### src/rtl/nes_pad_poller_if.sv
// Pad poller bus: poll request, serial pad lines, pad strobes and decoded button words.
// Latency: none, wires only.
// Backpressure: none; start is a request that the poller samples only while idle.
// Ports (master = poller side):
//   start   poll request            data    serial pad lines, active-low, one per pad
//   latch   shared pad latch        pulse   shared pad clock
//   buttons decoded words, 1=pressed pressed newly-pressed mask
//   valid   one-cycle update strobe busy    poll in progress
interface nes_pad_poller_if #(
  parameter int CHANNELS = 2,
  parameter int BITS     = 8
);
  logic                     start;
  logic [CHANNELS-1:0]      data;
  logic                     latch;
  logic                     pulse;
  logic [CHANNELS*BITS-1:0] buttons;
  logic [CHANNELS*BITS-1:0] pressed;
  logic                     valid;
  logic                     busy;

  modport master (
    input  start, data,
    output latch, pulse, buttons, pressed, valid, busy
  );

  modport slave (
    output start, data,
    input  latch, pulse, buttons, pressed, valid, busy
  );
endinterface

### src/rtl/nes_pad_poller.sv
// Serial game-pad poller: strobes latch/pulse to CHANNELS pads, shifts BITS bits each, publishes decoded words.
// Latency: start edge to valid = LATCH_CYCLES + BITS + 2*PULSE_CYCLES*(BITS-1) + 1 cycles (24 at defaults).
// Backpressure: none; start is ignored while busy, never queued; held start gives back-to-back polls.
// Ports: clk, reset (async active-high), bus (nes_pad_poller_if.master: start, data in; latch, pulse,
//   buttons, pressed, valid, busy out). Pad c bit k lands at buttons[c*BITS+k]; bit 0 is the first bit shifted.
// Optional feature: define NES_PAD_EDGE_EN to build the newly-pressed mask; otherwise pressed is tied to 0.
module nes_pad_poller #(
  parameter int CHANNELS     = 2,
  parameter int BITS         = 8,
  parameter int LATCH_CYCLES = 1,
  parameter int PULSE_CYCLES = 1
) (
  input  logic              clk,
  input  logic              reset,
  nes_pad_poller_if.master  bus
);

  localparam int KW = (BITS > 1)         ? $clog2(BITS)         : 1;
  localparam int LW = (LATCH_CYCLES > 1) ? $clog2(LATCH_CYCLES) : 1;
  localparam int PW = (PULSE_CYCLES > 1) ? $clog2(PULSE_CYCLES) : 1;
  localparam int NW = CHANNELS * BITS;

  localparam logic [KW-1:0] K_LAST = KW'(BITS - 1);
  localparam logic [LW-1:0] L_LAST = LW'(LATCH_CYCLES - 1);
  localparam logic [PW-1:0] P_LAST = PW'(PULSE_CYCLES - 1);

  typedef enum logic [2:0] {
    IDLE,
    LATCH,
    SAMPLE,
    PULSE_HI,
    PULSE_LO,
    DONE
  } state_t;

  state_t        state;
  logic [LW-1:0] lcnt;
  logic [PW-1:0] pcnt;
  logic [KW-1:0] k;
  logic [NW-1:0] shreg;
  logic [NW-1:0] sampled;
  logic          last_sample;

  // Shift register with the current bit of every pad merged in. On the final
  // sample this is the complete new word, so buttons can be loaded on the same
  // edge that enters DONE and be visible while valid is high.
  always_comb begin
    sampled = shreg;
    for (int c = 0; c < CHANNELS; c++) begin
      sampled[c*BITS + int'(k)] = ~bus.data[c];
    end
  end

  assign last_sample = (state == SAMPLE) && (k == K_LAST);

  // Outputs are registered and set on the transition into the state that
  // owns them, so they line up exactly with the state register.
  always_ff @(posedge clk or posedge reset) begin
    if (reset) begin
      state       <= IDLE;
      lcnt        <= '0;
      pcnt        <= '0;
      k           <= '0;
      shreg       <= '0;
      bus.buttons <= '0;
      bus.latch   <= 1'b0;
      bus.pulse   <= 1'b0;
      bus.valid   <= 1'b0;
      bus.busy    <= 1'b0;
    end else begin
      bus.valid <= 1'b0;
      case (state)
        IDLE: begin
          if (bus.start) begin
            state     <= LATCH;
            lcnt      <= '0;
            k         <= '0;
            bus.latch <= 1'b1;
            bus.busy  <= 1'b1;
          end
        end
        LATCH: begin
          if (lcnt == L_LAST) begin
            state     <= SAMPLE;
            k         <= '0;
            bus.latch <= 1'b0;
          end else begin
            lcnt <= lcnt + LW'(1);
          end
        end
        SAMPLE: begin
          shreg <= sampled;
          if (k == K_LAST) begin
            state       <= DONE;
            bus.buttons <= sampled;
            bus.valid   <= 1'b1;
          end else begin
            state     <= PULSE_HI;
            pcnt      <= '0;
            bus.pulse <= 1'b1;
          end
        end
        PULSE_HI: begin
          if (pcnt == P_LAST) begin
            state     <= PULSE_LO;
            pcnt      <= '0;
            bus.pulse <= 1'b0;
          end else begin
            pcnt <= pcnt + PW'(1);
          end
        end
        PULSE_LO: begin
          if (pcnt == P_LAST) begin
            state <= SAMPLE;
            // k never wraps inside a poll
            k     <= (k == K_LAST) ? k : k + KW'(1);
          end else begin
            pcnt <= pcnt + PW'(1);
          end
        end
        DONE: begin
          state    <= IDLE;
          bus.busy <= 1'b0;
        end
        default: begin
          state     <= IDLE;
          bus.latch <= 1'b0;
          bus.pulse <= 1'b0;
          bus.busy  <= 1'b0;
        end
      endcase
    end
  end

`ifdef NES_PAD_EDGE_EN
  logic [NW-1:0] prev;

  // prev starts at 0, so the first poll after reset flags every held button.
  always_ff @(posedge clk or posedge reset) begin
    if (reset) begin
      prev        <= '0;
      bus.pressed <= '0;
    end else if (last_sample) begin
      prev        <= sampled;
      bus.pressed <= sampled & ~prev;
    end
  end
`else
  assign bus.pressed = '0;
`endif

endmodule

### src/flat_wrapper.sv
// flat-port wrapper written by rule: the top's interface ports become plain ports
module nes_pad_poller_flat 
#(
  parameter int CHANNELS     = 2,
  parameter int BITS         = 8,
  parameter int LATCH_CYCLES = 1,
  parameter int PULSE_CYCLES = 1
)
  (clk, reset, bus_start, bus_data, bus_latch, bus_pulse, bus_buttons, bus_pressed, bus_valid, bus_busy);
  nes_pad_poller_if #(.CHANNELS(CHANNELS), .BITS(BITS)) bus_i ();
  input  logic clk;
  input  logic reset;
  input wire logic [$bits(bus_i.start)-1:0] bus_start;
  input wire logic [$bits(bus_i.data)-1:0] bus_data;
  output wire logic [$bits(bus_i.latch)-1:0] bus_latch;
  output wire logic [$bits(bus_i.pulse)-1:0] bus_pulse;
  output wire logic [$bits(bus_i.buttons)-1:0] bus_buttons;
  output wire logic [$bits(bus_i.pressed)-1:0] bus_pressed;
  output wire logic [$bits(bus_i.valid)-1:0] bus_valid;
  output wire logic [$bits(bus_i.busy)-1:0] bus_busy;
  assign bus_i.start = bus_start;
  assign bus_i.data = bus_data;
  assign bus_latch = bus_i.latch;
  assign bus_pulse = bus_i.pulse;
  assign bus_buttons = bus_i.buttons;
  assign bus_pressed = bus_i.pressed;
  assign bus_valid = bus_i.valid;
  assign bus_busy = bus_i.busy;
  nes_pad_poller #(.CHANNELS(CHANNELS), .BITS(BITS), .LATCH_CYCLES(LATCH_CYCLES), .PULSE_CYCLES(PULSE_CYCLES)) u_core (.clk(clk), .reset(reset), .bus(bus_i));
endmodule
### config.mk
export PLATFORM = sky130hd
export DESIGN_NAME = nes_pad_poller_flat
export DESIGN_NICKNAME = d
export VERILOG_FILES = /design/src/rtl/nes_pad_poller_if.sv /design/src/rtl/nes_pad_poller.sv /design/src/flat_wrapper.sv
export SDC_FILE = /design/constraint.sdc
export NUM_CORES = 1
export LEC_CHECK = 0
export ABC_CLOCK_PERIOD_IN_PS = 1600
export BUFFER_PORTS_ARGS = -buffer_cell sky130_fd_sc_hd__buf_2
export CELL_PAD_IN_SITES_DETAIL_PLACEMENT = 0
export CELL_PAD_IN_SITES_GLOBAL_PLACEMENT = 1
export CORE_UTILIZATION = 38
export CTS_CLUSTER_SIZE = 14
export DETAILED_ROUTE_END_ITERATION = 7
export HOLD_SLACK_MARGIN = 0.05
export PLACE_DENSITY_LB_ADDON = 0.1
export SKIP_LAST_GASP = 1
export SYNTH_ARGS = -nofsm -noshare
export SYNTH_HDL_FRONTEND = slang
export SYNTH_SLANG_ARGS = --single-unit
export TNS_END_PERCENT = 20
### constraint.sdc
create_clock -name clk -period 1.6 [get_ports clk]
set_input_delay 0.32 -clock clk [delete_from_list [all_inputs] [get_ports clk]]
set_output_delay 0.32 -clock clk [all_outputs]
set_load 0.05 [all_outputs]
==> After elaboration in Yosys (flattened, before gate mapping) <==
Index checks and enable logic that the tools add are counted.
{ "classes": {"add_sub_neg": 4, "n_lt_le_gt_ge": 4, "n_eq_ne": 12, "n_mux": 32, "bitwise_logic": 5, "reduce_logical": 18} }
{ "ops": {"columns": ["op", "count"], "rows": [
  ["16-bit bitwise mux", 2],
  ["32-bit by 1-bit greater-or-equal comparator with 1-bit output, second input constant", 1],
  ["32-bit by 6-bit less-than comparator with 1-bit output, second input constant", 1],
  ["3-bit two-way mux", 9],
  ["3-bit one-hot mux with 5 select lines", 1],
  ["1-bit two-way mux", 12],
  ["2-bit inequality test, second input constant", 6],
  ["4-bit OR reduction", 3],
  ["3-bit == test, second input constant", 3],
  ["3-bit one-hot mux with 3 select lines", 1],
  ["2-bit AND reduction", 4],
  ["3-bit by 2-bit == test with 1-bit output, second input constant", 2],
  ["1-bit one-hot mux with 2 select lines", 3],
  ["1-bit one-hot mux with 3 select lines", 2],
  ["3-bit AND reduction", 2],
  ["4-bit by 3-bit adder with 5-bit output, first input constant", 1],
  ["3-bit by 5-bit less-than comparator with 1-bit output, second input constant", 1],
  ["1-bit inverter", 5],
  ["5-bit AND reduction", 1],
  ["1-bit demux with 4-bit select", 1],
  ["4-bit AND reduction", 1],
  ["2-bit nonzero test", 2],
  ["3-bit by 1-bit adder with 3-bit output, second input constant", 1],
  ["1-bit demux with 3-bit select", 1],
  ["other kinds (7)", 9]
]} }
{ "totals": {"register_bits": 44, "out_inout_bits": 36, "elab_cells": 85} }

==> Longest topological paths before layout <==
Gate-level depths: netlist of run 1.
{ "logic_depth": {"ltp_word": 6, "depth_mapped": 6, "ltp_nobuf": 6} }

==> Least setup slack after synthesis of run 1 <==
Ideal clock, no wire load.
{ "synth_timing": {"kind": "reg2reg", "start": "reg u_core.k[0]", "end": "reg u_core.k[0]", "setup_ns": 0.125, "t_arrival_ns": 1.659, "t_required_ns": 1.475, "slack_ns": -0.184, "stages_incl_launch_ff": 6, "path_buffers": 0, "synth_period_minus_slack_ns": 1.784, "cell_sequence": "dfrtp_1 > ha_1 > ha_1 > or3b_1 > a21oi_2 > mux2_2"} }
{ "synth_between": {"elab_chain_len": 4, "word_cells_on_any_way": 7, "cone_classes": "add/sub: 1; eq/ne: 2; mux: 3; reduce/logical: 1"} }
{ "synth_rtl": {"columns": ["element", "line", "rtl"], "rows": [
  ["start, declared", "nes_pad_poller.sv:39", "logic [KW-1:0] k;"],
  ["start signal, assigned", "nes_pad_poller.sv:116", "k <= (k == K_LAST) ? k : k + KW'(1);"],
  ["3-bit by 1-bit adder with 3-bit output", "nes_pad_poller.sv:116", null],
  ["3-bit two-way mux", "nes_pad_poller.sv:116", null],
  ["3-bit two-way mux", "nes_pad_poller.sv:113", "if (pcnt == P_LAST) begin"],
  ["3-bit one-hot mux with 3 select lines", "nes_pad_poller.sv:72", "case (state)"]
]} }
Several ways; a longest one is shown, not always the timed one. The select of a mux whose other input is x is not followed.
A chain may end at the register's enable or synchronous reset.

==> Worst setup path in the final report of run 1 <==
Ends and elaborated chain as after synthesis.

==> flow_metrics.tcl, run 1 <==
set metrics [dict create \
    area_delta_synth_final_pct 13.1 \
    ys.flop_type "dfrtp_1" \
    holdWs_ns 0.156 \
    min_path_type "in2async" \
    endpoint_kind "flip-flop" \
    synth_area_per_cell_sq_um 10.2 \
    fillers 526 \
    grt_use_total_pct 15.4 \
    place_hpwl_um 2770 \
    synth_warnings 0 \
    slowest_stage "dfrtp_1" \
    ios 41 \
    layout_commonest_cell "dfrtp_1" \
    grt_pass1_vias 1403 \
    final.setup_skew_ns 0.00461 \
    path_clk_slew_ns 0.08 \
    yosysSeqAreaShare_pct 50.3 \
    maxSlewViolCount 0 \
    worstSkewPairLatency_ns 0.29 \
    cp_num_buf_inv 0 \
    cts_tree "done" \
    drive_gt1_share_pct 22.3 \
    start_util_pct 40.1 \
    die_area_sq_um 5800 \
    cpMostUsedCell "ha_2" \
    viasPerCell 4.84 \
    ys_types 40 \
    syn_area_sq_um 2090 \
    ir_drop_v 0.000841 \
    numPortBuffers 24 \
    setup_viol 3 \
    drt_pass1_iterations 4 \
    chipHeight_um 76.2 \
    drt_first_iter_violations 39 \
    leakage_nw 1.11 \
    grt_overflow 0 \
    clkSinkCount 42 \
    grt_pass1_wl_um 6950 \
    antenna_found_initial 0 \
    grt_start_max_net_pins 43 \
    core_sq_um 5200 \
    required_ns 1.78 \
    cap_violations 0 \
    numCtsBuffers 5 \
    path_class "reg2reg" \
    critPathTopFamily "flip-flops" \
    die_x_um 76.2 \
    cp.arrival_ns 1.93 \
    max_stage_delay_ns 0.40 \
    worstMarginPinSlew_ns 0.536 \
    rsz0062_at_grt "yes" \
    layout.cells.most_common_list "42 x dfrtp_1, 34 x o21ai_0, 24 x buf_2" \
    cts_setup_buffers 0 \
    max_freq_mhz 569 \
    netlist_instances 204 \
    min_period_ns 1.76 \
    cp_max_fo 3 \
    synth-seq-cells 42 \
    vias 1466 \
    finalCritPeriodShare_pct 110 \
    post_drt_wl_per_cell_um 13.7 \
    hold_violations 0 \
    nNetsFinal 240 \
    synth.largest_area_cell "dfrtp_1" \
    diodes 0 \
    routabilityCongestion 0.758 \
    status "complete, but fails checks" \
    start_kind "flip-flop" \
    fin_tns_setup_ns -0.464 \
    setup_slack_ns -0.156 \
    violations "negative setup slack" \
    synth_area_leaders "dfrtp_1 50%, o21ai_0 8.1%, mux2i_1 7.7%, buf_4 5.7%, nand2_1 3.4%" \
    cp_cell_sequence "ha_2 > ha_2 > or3b_4 > a21oi_4 > mux2_4" \
    dp_slack_ns -0.211 \
    synth-async-reset-ratio_pct 100 \
    ant_nets 0 \
    p_per_area_nw_per_um2 1300 \
    synth_edf_count 0 \
    clk_root_buffer_cell "clkbuf_8" \
    slew_headroom_pct 64.3 \
    drc 0 \
    synth_top_area_share_pct 50.3 \
    cts_buffer_depth 2 \
    rows 26 \
    power_mw 3.08 \
    h-tree-depth 2 \
    wirelength_um 4150 \
]
## path summary, 6_finish.rpt
check | cells past startpoint | start | endpoint | slack [ns]
min in group clk | 2 | bus_start | u_core.state[0] | 0.29
max in group asynchronous | 3 | reset | u_core.shreg[5] | 1.07
worst max register to register | 5 | u_core.k[0] | u_core.k[0] | -0.16
worst min-delay path | 3 | reset | u_core.bus.latch | 0.16
worst max-delay path | 5 | u_core.k[0] | u_core.k[0] | -0.16
worst min register to register | 2 | u_core.bus.buttons[14] | u_core.bus.buttons[14] | 0.47
## per-stage QoR
| step | std cells | utilization [%] | area, sq um |
|---|---|---|---|
| after floorplan | 219 | - | 2150 |
| after global placement | 296 | 43.5 | 2260 |
| after detailed placement | 296 | 43.5 | 2260 |
| after CTS | 303 | 45.4 | 2360 |
| after global routing | 303 | 45.4 | 2360 |
| final | 303 | 45.4 | 2360 |
## kinds of logic (layout without fill, tap and decap cells)
family | count (synthesis) | count (layout) | synth area share (%)
mux | 21 | 21 | 10.4
other cells | 1 | 16 | 0.179
fa+ha+maj | 2 | 2 | 1.20
compound gates | 55 | 55 | 14.3
flops | 42 | 42 | 50.3
simple gates | 50 | 50 | 13.6
buf+inv | 33 | 47 | 10.1
## cell usage after synthesis, drive strengths merged, types with 2 or more instances
master  count
mux2i      16
nor2        5
clkbuf      6
nand3b      4
a31oi       2
a21oi       2
nand2      19
and3        2
o21ai      45
dfrtp      42
nor3b       3
or2         6
inv         3
or3b        4
mux2        5
ha          2
buf        23
## per-layer routing
| metal | part of all wire, % | GRT usage, % | vias to the layer above |
|---|---|---|---|
| li1 | - | - | 730 |
| met3 | 3.4 | 3.47 | 7 |
| met1 | 46 | 18.5 | 700 |
| met4 | 1.4 | 6.35 | 0 |
| met2 | 49 | 26.5 | 29 |
| met5 | 0 | 0 | - |
## worst reg2reg max path: stages, from the launching register on
cell and delay (ns):
dfrtp_1 0.40, ha_2 0.19, ha_2 0.17, or3b_4 0.38, a21oi_4 0.19, mux2_4 0.32
## timing repair
action | 4_1_cts | 5_1_grt
hold buffers | 0 | 0
hold endpoints to repair | 0 | 0
setup endpoints to repair | 4 | 4
pin swaps | 2 | 0
resized for setup | 6 | 0
## flip-flops by register name, summed over array words and instances, names as in the netlist
name,count
u_core.bus.busy,1
u_core.bus.buttons,16
u_core.bus.latch,1
u_core.bus.pulse,1
u_core.bus.valid,1
u_core.k,3
u_core.shreg,16
u_core.state,3
## area by class of cell
| type | count | area, sq um | share of cell area (%) |
|---|---|---|---|
| timing repair buffer | 36 | 223 | 9.42 |
| inverter | 4 | 15.0 | 0.635 |
| clock buffer | 7 | 76.3 | 3.23 |
| sequential | 42 | 1050 | 44.5 |
| multi-input combinational | 144 | 911 | 38.5 |
| tap | 70 | 87.6 | 3.71 |
## where the power goes
group	switching, mW	leakage (nW)	internal, mW	total, mW
sequential	0.102	0.420	1.22	1.32
combinational	0.693	0.652	0.430	1.12
clock	0.340	0.0383	0.301	0.641
total	1.14	1.11	1.95	3.08
No activity file was read; power rests on OpenSTA's default activity.
==> run 2, diff against run 1 <==
- ABC_CLOCK_PERIOD_IN_PS: 1600 -> default
- CAP_MARGIN: default -> 25
- CORE_UTILIZATION: 38 -> 40
- clock period: 1.6 -> 2.1 ns (I/O delays scaled with it)
==> flow_metrics.tcl, run 2 (synthesized netlist as in run 1, its figures left out) <==
set metrics [dict create \
    drive_gt1_share_pct 19.8 \
    cts-resized-gates 0 \
    diodes 0 \
    ios 41 \
    clk_root_buffer_cell "clkbuf_8" \
    fin_tns_setup_ns 0 \
    start_util_pct 42.8 \
    sw_frac_of_total_pct 35.7 \
    path_class "reg2reg" \
    die_area_sq_um 5520 \
    die_x_um 74.3 \
    internal_power_mw 1.54 \
    register_area_sq_um 1050 \
    layout.cells.most_common_list "42 x dfrtp_1, 34 x o21ai_0, 24 x buf_2" \
    placedCellCount 286 \
    p_per_area_nw_per_um2 1040 \
    finalCritPeriodShare_pct 90.0 \
    clkSinkCount 42 \
    grt_pass1_vias 1402 \
    postCtsHoldBufs 0 \
    cts_setup_buffers 0 \
    cp.arrival_ns 2.08 \
    r2r_setup_slack_ns 0.21 \
    grt_use_met1_pct 19.9 \
    final_cells 294 \
    use_met2_pct 27.4 \
    final_util_pct 47.2 \
    wirelength_um 3960 \
    place_hpwl_um 2600 \
    path_clk_slew_ns 0.08 \
    rows 25 \
    grt_pass1_wl_um 6620 \
    cts_tree "done" \
    grt_use_total_pct 16.3 \
    required_ns 2.29 \
    start_kind "flip-flop" \
    drc 0 \
    cp_max_fo 5 \
    core_sq_um 4880 \
    rsz0062_at_grt "no" \
    grtUsageMet3_pct 4.61 \
    worstMarginPinSlew_ns 0.532 \
    post_drt_wl_per_cell_um 13.5 \
    viasPerCell 4.92 \
    maxSlewViolCount 0 \
    slew_headroom_pct 64.5 \
    top_usage_layer "met2" \
    min_path_type "in2async" \
    p_sw_mw 0.853 \
    h-tree-depth 2 \
    ir_drop_v 0.000639 \
    grt_overflow 0 \
    clkPwrFrac_pct 26.3 \
    fillers 501 \
    final.setup_skew_ns 0.00629 \
    seqPwrFrac_pct 44.4 \
    reg_top3 "u_core.bus.buttons x16, u_core.shreg x16" \
    hold_violations 0 \
    ant_nets 0 \
    worstSkewPairLatency_ns 0.30 \
    antenna_found_initial 0 \
    min_period_ns 1.89 \
    leakage_nw 1.08 \
    status "finished clean" \
    cap_violations 0 \
    area_delta_synth_final_pct 10.1 \
    numPortBuffers 24 \
    multi_input_area_sq_um 885 \
    endpoint_kind "flip-flop" \
    setup_viol 0 \
    cts_buffer_depth 2 \
    max_freq_mhz 529 \
    chipHeight_um 74.3 \
    layout_commonest_cell "dfrtp_1" \
    drt_pass1_iterations 4 \
    nNetsFinal 233 \
    numCtsBuffers 5 \
    routabilityCongestion 0.744 \
    drt_first_iter_violations 94 \
    vias 1446 \
    comb_power_share_pct 29.2 \
    grt_start_max_net_pins 43 \
]
[run 2: routing by layer]
metal	part of all wire [%]	up-vias
li1	-	719
met1	45	694
met2	49	28
met3	3.9	5
met4	1.2	0
met5	0	-
[run 2: power by group through the flow]
stage / Sequential, mW / Clock (mW) / Combinational (mW)
2_1_floorplan: 1.10 / 0 / 0.581
3_3_place_gp: 1.07 / 0 / 0.690
3_5_place_dp: 1.08 / 0 / 0.701
4_1_cts: 1.06 / 0.645 / 0.709
5_1_grt: 1.09 / 0.690 / 0.769
6_report: 1.06 / 0.630 / 0.699
[run 2: cell type report]
| class | count | area share, % |
|---|---|---|
| Clock buffer | 5 | 2.99 |
| Sequential cell | 42 | 45.7 |
| Timing Repair Buffer | 29 | 6.85 |
| Tap cell | 67 | 3.64 |
| Inverter | 4 | 0.653 |
| Multi-Input combinational cell | 144 | 38.4 |
| Clock inverter | 3 | 1.74 |
[run 2: critical path, cell delays in order, from the launching register on]
cell,delay (ns)
dfrtp_1,0.39
ha_1,0.21
ha_1,0.23
or3b_1,0.38
a21oi_2,0.22
mux2_2,0.36
[run 2: final timing paths]
check | cells past startpoint | to | startpoint
setup / recovery | 5 | u_core.k[2] | u_core.k[0]
hold / removal | 3 | u_core.shreg[9] | reset
setup reg to reg | 5 | u_core.k[2] | u_core.k[0]
hold reg to reg | 2 | u_core.bus.buttons[14] | u_core.bus.buttons[14]
max in group asynchronous | 3 | u_core.bus.buttons[11] | reset
min in group clk | 2 | u_core.state[0] | bus_start
[run 2: per-stage QoR]
step	worst slack (ns)	hold slack (ns)	area, sq um	power, mW
after CTS	0.204	0.273	2300	2.42
after floorplan	0.316	0.474	2150	1.68
final	0.211	0.251	2300	2.39
after global placement	0.296	0.456	2190	1.76
after detailed placement	0.218	0.466	2190	1.78
after global routing	0.125	0.310	2300	2.55
